### src/rtl/ram_op_enum.sv
// Shared encodings for the memory-access controller: access size/sign and FSM states.
package ram_op_enum;

   localparam int unsigned BE_W = 4;

   typedef enum logic [2:0] {
      SEL_B  = 3'b000,
      SEL_H  = 3'b001,
      SEL_W  = 3'b010,
      SEL_BU = 3'b100,
      SEL_HU = 3'b101
   } sel_e;

   typedef enum logic [1:0] {
      ST_IDLE   = 2'b00,
      ST_ACCESS = 2'b01,
      ST_RESP   = 2'b10
   } state_e;

   // Misaligned halfword/word, or an encoding outside the legal set.
   function automatic logic access_err(input logic [2:0] sel, input logic [1:0] a);
      case (sel)
         SEL_B, SEL_BU: return 1'b0;
         SEL_H, SEL_HU: return a[0];
         SEL_W:         return a != 2'b00;
         default:       return 1'b1;
      endcase
   endfunction

   function automatic logic [BE_W-1:0] store_be(input logic [2:0] sel, input logic [1:0] a);
      case (sel)
         SEL_B, SEL_BU: return BE_W'(4'b0001 << a);
         SEL_H, SEL_HU: return BE_W'(4'b0011 << a);
         SEL_W:         return 4'b1111;
         default:       return 4'b0000;
      endcase
   endfunction

endpackage

### src/rtl/ma_load_ext.sv
// Load lane extract: picks the addressed byte/halfword and sign- or zero-extends it.
module ma_load_ext
   import ram_op_enum::*;
#(
   parameter int unsigned XLEN = 32
) (
   input  logic [XLEN-1:0] data,
   input  logic [2:0]      sel,
   input  logic [1:0]      addr,
   output logic [XLEN-1:0] rdata
);

   logic [XLEN-1:0] lane;

   assign lane = data >> {addr, 3'b000};

   always_comb begin
      rdata = '0;
      case (sel)
         SEL_B:   rdata = {{(XLEN-8){lane[7]}}, lane[7:0]};
         SEL_H:   rdata = {{(XLEN-16){lane[15]}}, lane[15:0]};
         SEL_BU:  rdata = XLEN'(lane[7:0]);
         SEL_HU:  rdata = XLEN'(lane[15:0]);
         SEL_W:   rdata = lane;
         default: rdata = '0;
      endcase
   end

endmodule

### src/rtl/ma_dram_ctrl.sv
// Two-requester data-RAM controller: round-robin accept, one RAM access, one response pulse.
module ma_dram_ctrl
   import ram_op_enum::*;
#(
   parameter int unsigned XLEN = 32,
   parameter int unsigned AW   = 16
) (
   input  logic                 clk_i,
   input  logic                 rst_i,
   input  logic [1:0]           req_valid_i,
   output logic [1:0]           req_ready_o,
   input  logic [1:0]           req_wr_en_i,
   input  logic [1:0][2:0]      req_sel_i,
   input  logic [1:0][AW-1:0]   req_addr_i,
   input  logic [1:0][XLEN-1:0] req_wdata_i,
   output logic [1:0]           rsp_valid_o,
   output logic [XLEN-1:0]      rsp_rdata_o,
   output logic                 rsp_err_o,
   output logic [AW-3:0]        dram_addr_o,
   output logic                 dram_rd_en_o,
   output logic [BE_W-1:0]      dram_wr_byte_en_o,
   output logic [XLEN-1:0]      dram_wr_data_o,
   input  logic [XLEN-1:0]      dram_rd_data_i
);

   state_e          state, state_nxt;
   logic            last_grant;
   logic            grant;
   logic            accept;
   logic            owner;
   logic [AW-1:0]   addr_q;
   logic [2:0]      sel_q;
   logic            wr_q;
   logic [XLEN-1:0] wdata_q;
   logic            err_q;
   logic            err_c;
   logic [XLEN-1:0] load_data;

   // On a tie the requester that did not win last time gets the grant.
   always_comb begin
      grant = 1'b0;
      case (req_valid_i)
         2'b01:   grant = 1'b0;
         2'b10:   grant = 1'b1;
         2'b11:   grant = ~last_grant;
         default: grant = 1'b0;
      endcase
   end

   assign accept = (state == ST_IDLE) && (req_valid_i != 2'b00);
   assign err_c  = access_err(sel_q, addr_q[1:0]);

   always_ff @(posedge clk_i) begin
      if (rst_i) begin
         state      <= ST_IDLE;
         last_grant <= 1'b1;
         owner      <= 1'b0;
         addr_q     <= '0;
         sel_q      <= 3'b000;
         wr_q       <= 1'b0;
         wdata_q    <= '0;
         err_q      <= 1'b0;
      end else begin
         state <= state_nxt;
         if (accept) begin
            last_grant <= grant;
            owner      <= grant;
            addr_q     <= req_addr_i[grant];
            sel_q      <= req_sel_i[grant];
            wr_q       <= req_wr_en_i[grant];
            wdata_q    <= req_wdata_i[grant];
         end
         if (state == ST_ACCESS) begin
            err_q <= err_c;
         end
      end
   end

   ma_load_ext #(.XLEN(XLEN)) u_load_ext (
      .data  (dram_rd_data_i),
      .sel   (sel_q),
      .addr  (addr_q[1:0]),
      .rdata (load_data)
   );

   // Outputs decode from state and the captured request; rdata needs the RAM word returned in RESP.
   always_comb begin
      state_nxt         = state;
      req_ready_o       = 2'b00;
      rsp_valid_o       = 2'b00;
      rsp_rdata_o       = '0;
      rsp_err_o         = 1'b0;
      dram_addr_o       = '0;
      dram_rd_en_o      = 1'b0;
      dram_wr_byte_en_o = '0;
      dram_wr_data_o    = '0;
      case (state)
         ST_IDLE: begin
            if (req_valid_i != 2'b00) begin
               req_ready_o[grant] = 1'b1;
               state_nxt          = ST_ACCESS;
            end
         end
         ST_ACCESS: begin
            dram_addr_o = addr_q[AW-1:2];
            if (!err_c) begin
               if (wr_q) begin
                  dram_wr_byte_en_o = store_be(sel_q, addr_q[1:0]);
                  dram_wr_data_o    = wdata_q << {addr_q[1:0], 3'b000};
               end else begin
                  dram_rd_en_o = 1'b1;
               end
            end
            state_nxt = ST_RESP;
         end
         ST_RESP: begin
            rsp_valid_o[owner] = 1'b1;
            rsp_err_o          = err_q;
            if (!wr_q && !err_q) begin
               rsp_rdata_o = load_data;
            end
            state_nxt = ST_IDLE;
         end
         default: state_nxt = ST_IDLE;
      endcase
   end

endmodule

### config.mk
export PLATFORM = sky130hd
export DESIGN_NAME = ma_dram_ctrl
export DESIGN_NICKNAME = d
export VERILOG_FILES = /design/src/rtl/ram_op_enum.sv /design/src/rtl/ma_load_ext.sv /design/src/rtl/ma_dram_ctrl.sv
export SDC_FILE = /design/constraint.sdc
export NUM_CORES = 1
export LEC_CHECK = 0
export CORE_MARGIN = 2
export CORE_UTILIZATION = 60
export CTS_CLUSTER_SIZE = 8
export DETAILED_ROUTE_END_ITERATION = 8
export DONT_BUFFER_PORTS = 1
export HOLD_SLACK_MARGIN = 0.12
export PLACE_DENSITY_LB_ADDON = 0.15
export SETUP_SLACK_MARGIN = 0.4
export SLEW_MARGIN = 20
export SYNTH_ARGS = -nofsm -noshare
export SYNTH_HDL_FRONTEND = slang
export SYNTH_SLANG_ARGS = --single-unit
### constraint.sdc
create_clock -name clk_i -period 3.6 [get_ports clk_i]
set_input_delay 0.9 -clock clk_i [delete_from_list [all_inputs] [get_ports clk_i]]
set_output_delay 0.9 -clock clk_i [all_outputs]
set_load 0.05 [all_outputs]
# Word-level counts from Yosys, hierarchy flattened
# Index checks and enable logic that the tools add are counted.
[classes]
mux = 34
n_eq_ne = 9
reduce_logical = 12
order_cmp = 4
bitwise_logic = 1
shift = 4
[op_table]
columns = ["operator", "n"]
rows = [
  ["2-to-1 mux 32 bit", 7],
  ["one-hot mux 32 bit (5 select lines)", 1],
  ["2-to-1 mux 16 bit", 2],
  ["<< shifter 32 x 5 -> 32 bit", 1],
  [">> shifter 32 x 5 -> 32 bit", 1],
  ["2-to-1 mux 14 bit", 1],
  ["2-to-1 mux 4 bit", 3],
  ["one-hot mux 4 bit (3 select lines)", 1],
  ["2-to-1 mux 1 bit", 8],
  ["2-to-1 mux 2 bit", 4],
  ["equality test 2 bit, second input constant", 3],
  ["equality test 3 bit, second input constant", 2],
  ["2-to-1 mux 3 bit", 2],
  ["logical AND 1 bit", 4],
  ["< comparator 1 x 2 -> 1 bit, second input constant", 2],
  ["one-hot mux 2 bit (2 select lines)", 1],
  ["nonzero test 2 bit", 2],
  ["OR reduction 2 bit", 2],
  ["<< shifter 1 x 2 -> 4 bit, first input constant", 1],
  ["<< shifter 2 x 2 -> 4 bit, first input constant", 1],
  ["equality test 3 x 1 -> 1 bit, second input constant", 1],
  ["equality test 3 x 2 -> 1 bit, second input constant", 1],
  ["zero test 3 bit", 1],
  ["one-hot mux 1 bit (3 select lines)", 1],
  ["other kinds (8)", 11],
]
[totals]
register_bits = 57
in_bits = 140
output_inout_bits = 88
word_cells = 72

# Logic depth before layout (Yosys ltp)
[logic_depth]
ltp_word = 8
mapped_depth = 6
depth_no_buf = 3

# Cells and area by module
# A second synthesis with hierarchy kept.
[unflattened]
cells_unflattened = 601
area_unflattened_um2 = 4589.4
[by_module_without_submodules]
columns = ["module", "area_per_inst_um2", "instances", "cells_each", "seq_area_each_um2"]
rows = [
  ["ma_dram_ctrl", 3744.8, 1, 490, 1141.1],
  ["ma_load_ext", 844.6, 1, 111, 0.0],
]

# Least setup slack after synthesis
# OpenSTA, ideal clock, no wires.
[synth_timing]
kind = "input to output"
startpoint = "in req_valid_i[1]"
endpoint = "out req_ready_o[1]"
path_slack_ns = 0.310
n_path_buf = 1
stages = 3
arrival_time_ns = 2.390
required_ns = 2.700
path_cell_list = "a21bo_2 -> buf_2 -> nor3_1"
[synth_via]
elab_chain_len = 8
word_cells_on_any_way = 11
classes_between = "order compare (2); eq/ne (2); mux (5); reduce/logical (2)"
[synth_lines]
columns = ["item", "line", "source"]
rows = [
  ["start, declared", "ma_dram_ctrl.sv:10", "input logic [1:0] req_valid_i,"],
  ["equality test 2 bit", "ma_dram_ctrl.sv:42", "case (req_valid_i)"],
  ["one-hot mux 1 bit (2 select lines)", "ma_dram_ctrl.sv:42", ""],
  ["< comparator 1 x 2 -> 1 bit (implied by the code) or >= comparator 1 bit (tied branches)", "ma_dram_ctrl.sv:100", "req_ready_o[grant] = 1'b1;"],
  ["logical AND 1 bit (implied by the code)", "ma_dram_ctrl.sv:100", ""],
  ["2-to-1 mux 1 bit (implied by the code)", "ma_dram_ctrl.sv:100", ""],
  ["demux 1 bit (select 1 bit)", "ma_dram_ctrl.sv:100", ""],
  ["2-to-1 mux 2 bit *", "ma_dram_ctrl.sv:99", "if (req_valid_i != 2'b00) begin"],
  ["2-to-1 mux 2 bit *", "ma_dram_ctrl.sv:97", "case (state)"],
  ["end, declared", "ma_dram_ctrl.sv:11", "output logic [1:0] req_ready_o,"],
]
# Every way passes the cells marked *; elsewhere a longest branch is shown, timed or not.

# Worst setup path after layout
[layout_timing]
startpoint = "reg addr_q[1]"
endpoint = "out rsp_rdata_o[28]"
[layout_via]
elab_chain_len = 4
[layout_lines]
columns = ["item", "line", "source"]
rows = [
  ["start, declared", "ma_dram_ctrl.sv:31", "logic [AW-1:0] addr_q;"],
  ["start signal, assigned", "ma_dram_ctrl.sv:68", "addr_q <= req_addr_i[grant];"],
  [">> shifter 32 x 5 -> 32 bit", "ma_load_ext.sv:15", "assign lane = data >> {addr, 3'b000};"],
  ["one-hot mux 32 bit (5 select lines)", "ma_load_ext.sv:19", "case (sel)"],
  ["2-to-1 mux 32 bit", "ma_dram_ctrl.sv:119", "if (!wr_q && !err_q) begin"],
  ["2-to-1 mux 32 bit", "ma_dram_ctrl.sv:97", ""],
  ["end, declared", "ma_dram_ctrl.sv:17", "output logic [XLEN-1:0] rsp_rdata_o,"],
]
# No other way between the ends.

==> results.yml <==
cts:
  tritoncts: "built"
  cts_sinks: 57
  clkTransAtPathRegs_ns: 0.08
  root_buffer: "clkbuf_8"
  holdBufCountCts: 0
  clk_latency_ns: 0.34
  cts_buffer_depth: 2
  htreeDepth: 3
  cts_inserted_buffers: 9
critical_path:
  cp.arrival_ns: 2.23
  crit_top_cell: "buf_4"
  critPathBufInv: 2
  critPathLaunchType: "register"
  crit_path_cell_trace: "buf_4, nor2b_1, o221ai_4, o22ai_1, buf_4"
  critPathSlowestCell: "dfxtp_4"
  worst_path_largest_cell_delay_ns: 0.53
  crit_path_end_kind: "primary output"
  critPathTopFamily: "compound AO/OA/AOI/OAI gates"
  crit_fanout: 22
  worst-endpoint-required_ns: 2.70
  cp-startpoint: "addr_q[1]"
  crit_type: "reg -> out"
  r2r-start: "state[0]"
layout:
  multiInputGateArea_um2: 2940
  syn2layout_area_growth_pct: 18.0
  regArea_um2: 1150
  drive_above_1_share: 0.271
  fillers: 591
  finalInstanceArea_um2: 5140
  fin_nets: 733
die:
  die_h_um: 89.2
  start_util: 0.611
  die_w_um: 89.2
  core-area_um2: 7140
  ioPinCount: 228
  dieArea_um2: 7960
  fp-row-count: 31
synth:
  synthDistinctLibCells: 53
  syn_area_um2: 4360
  synth_ff_type: "dfxtp_1"
  synth.most_common_cell: "nand2_1"
  synth-seq-cells: 57
  syn-num-nets: 700
  yosys_warnings: 0
  synth.avg_cell_area_um2: 7.78
  netlist_instances: 560
  yosysTopAreaCellShare: 0.262
  synthArstFlopShare: 0
  synth_edf_count: 0
  synth.area.top_cells: "dfxtp_1 26%, a311oi_1 9.4%, nand2_1 9.4%"
  yosys.area.top_type: "dfxtp_1"
  ys_seq_area_frac: 0.262
  synth_top_cells_by_count: "109 x nand2_1, 57 x a21oi_1, 57 x dfxtp_1"
global_routing:
  grt_start_max_net_pins: 58
  antenna_found_initial: 0
  track_usage: 0.341
  grt_overflow: 0
  grt_pass1_vias: 4003
  grt_pass1_wl_um: 20900
timing:
  setup_slack_ns: 0.469
  finalCritPeriodShare: 0.870
  post-route-min-period_ns: 3.13
  hold_viol_final: 0
  clock_skew_ns: 0.0145
  rsz0062_at_grt: "yes"
  finalMaxSlewViolations: 0
  max_freq_ghz: 0.319
  finalSetupViolCount: 0
  relSlewSlack: 0.397
  tightest_slew_ns: 0.901
  setup_tns_ns: 0
pwr:
  power.leakage_uw: 0.00200
  ir_drop_uv: 378
  p_per_area_nw_per_um2: 430
  p_total_uw: 2210
drt:
  num_vias: 4521
  first_iter_violations: 337
  viasPerCell: 6.48
  drc: 0
  wl_per_cell_um: 20.4
  drtAntennaViolNets: 0
  drt-pass1-iter-count: 5
  drt_wl_total_um: 14300
placement:
  dp_hpwl_um: 10200
  dpl-instance-area_um2: 4830
  place_congestion: 1.03
  numPortBuffers: 0
  place_ws_ns: 0.545
min_path:
  min_path_type: "reg -> reg"
  min-delay-start: "addr_q[7]"
outcome:
  status: "completed"
flow_run:
  cap_viol_max_count: 0
-- layout by cell type, fill, tap and decap left out, types with 2 or more instances in the layout --
master / count
nand3_1: 2
o22ai_1: 8
o21ai_0: 3
dfxtp_2: 2
o21ai_1: 16
buf_12: 2
bufinv_16: 2
a211oi_2: 7
a311oi_2: 5
a21oi_1: 57
o22a_1: 8
a311oi_1: 47
buf_4: 81
mux2i_1: 25
nand4_1: 7
clkbuf_8: 9
o21ba_2: 2
and2_1: 15
inv_1: 12
and3b_1: 2
nor3_1: 3
a2bb2oi_1: 7
nor2_1: 29
a22oi_1: 8
dfxtp_1: 54
nor3b_2: 9
mux2_2: 17
nor2b_1: 10
nand2_1: 108
clkinv_4: 3
a211oi_1: 7
-- report_power, final --
group	leakage [uW]	switching, uW	total (uW)	internal, uW
sequential	0.000475	93.7	799	706
combinational	0.00141	456	717	261
clock	0.000110	299	694	395
-- repair_timing --
action | CTS | global route
resized for setup | 1 | 6
setup endpoints to repair | 27 | 56
pin swaps | 2 | 1
buffers inserted | 3 | 1
-- metal layers --
metal / routed length, um / vias to the layer above / GRT usage
li1: - / 2134 / -
met1: 5790 / 2114 / 0.446
met2: 6700 / 237 / 0.529
met3: 1370 / 36 / 0.0923
met4: 393 / 0 / 0.149
met5: 0 / - / 0
-- sequential cells by signal (all words and copies together) (netlist names) --
name and cells:
last_grant 1, owner 1, state 2, err_q 1, sel_q 3, wr_q 1
addr_q 16, wdata_q 32
-- cell type report --
class	instances	area share
multi-input combinational	429	0.571
sequential	57	0.223
timing repair buffer	84	0.128
clock buffer	9	0.0241
tap	99	0.0241
clock inverter	7	0.0199
inverter	12	0.00876
antenna	1	0.000486
-- kinds of logic (layout without fill, tap and decap cells) --
group                     count (synthesis)  in the layout  synth area share
buffers and inverters                    74            112            0.0913
AOI/OAI and AO/OA                       186            186             0.315
DFF                                      57             57             0.262
and+or+nand+nor                         199            199             0.223
xor gates and xnor gates                  1              1           0.00201
other                                     0              1                 0
muxes                                    43             43             0.107
-- per-stage QoR --
step / utilization / hold slack [ns] / cells
finish: 0.721 / 0.512 / 698
global route: 0.720 / 0.525 / 697
CTS: 0.715 / 0.514 / 696
detailed placement: 0.676 / 0.504 / 677
global placement: 0.676 / 0.496 / 677
floorplan: - / 0.488 / 560
-- worst paths after layout --
path / to / slack [ns] / cells after the start
worst max-delay path: rsp_rdata_o[28] / 0.47 / 5
worst min-delay path: addr_q[7] / 0.51 / 2
worst max register to register: addr_q[3] / 1.39 / 4
worst min register to register: addr_q[7] / 0.51 / 2
-- worst reg2reg max path: stages, from the launching register on --
cell and delay [ns]:
dfxtp_1 0.47, nor2_4 0.18, buf_4 0.49, and2_4 0.67, a311oi_1 0.24
No activity file was read; power rests on OpenSTA's default activity.
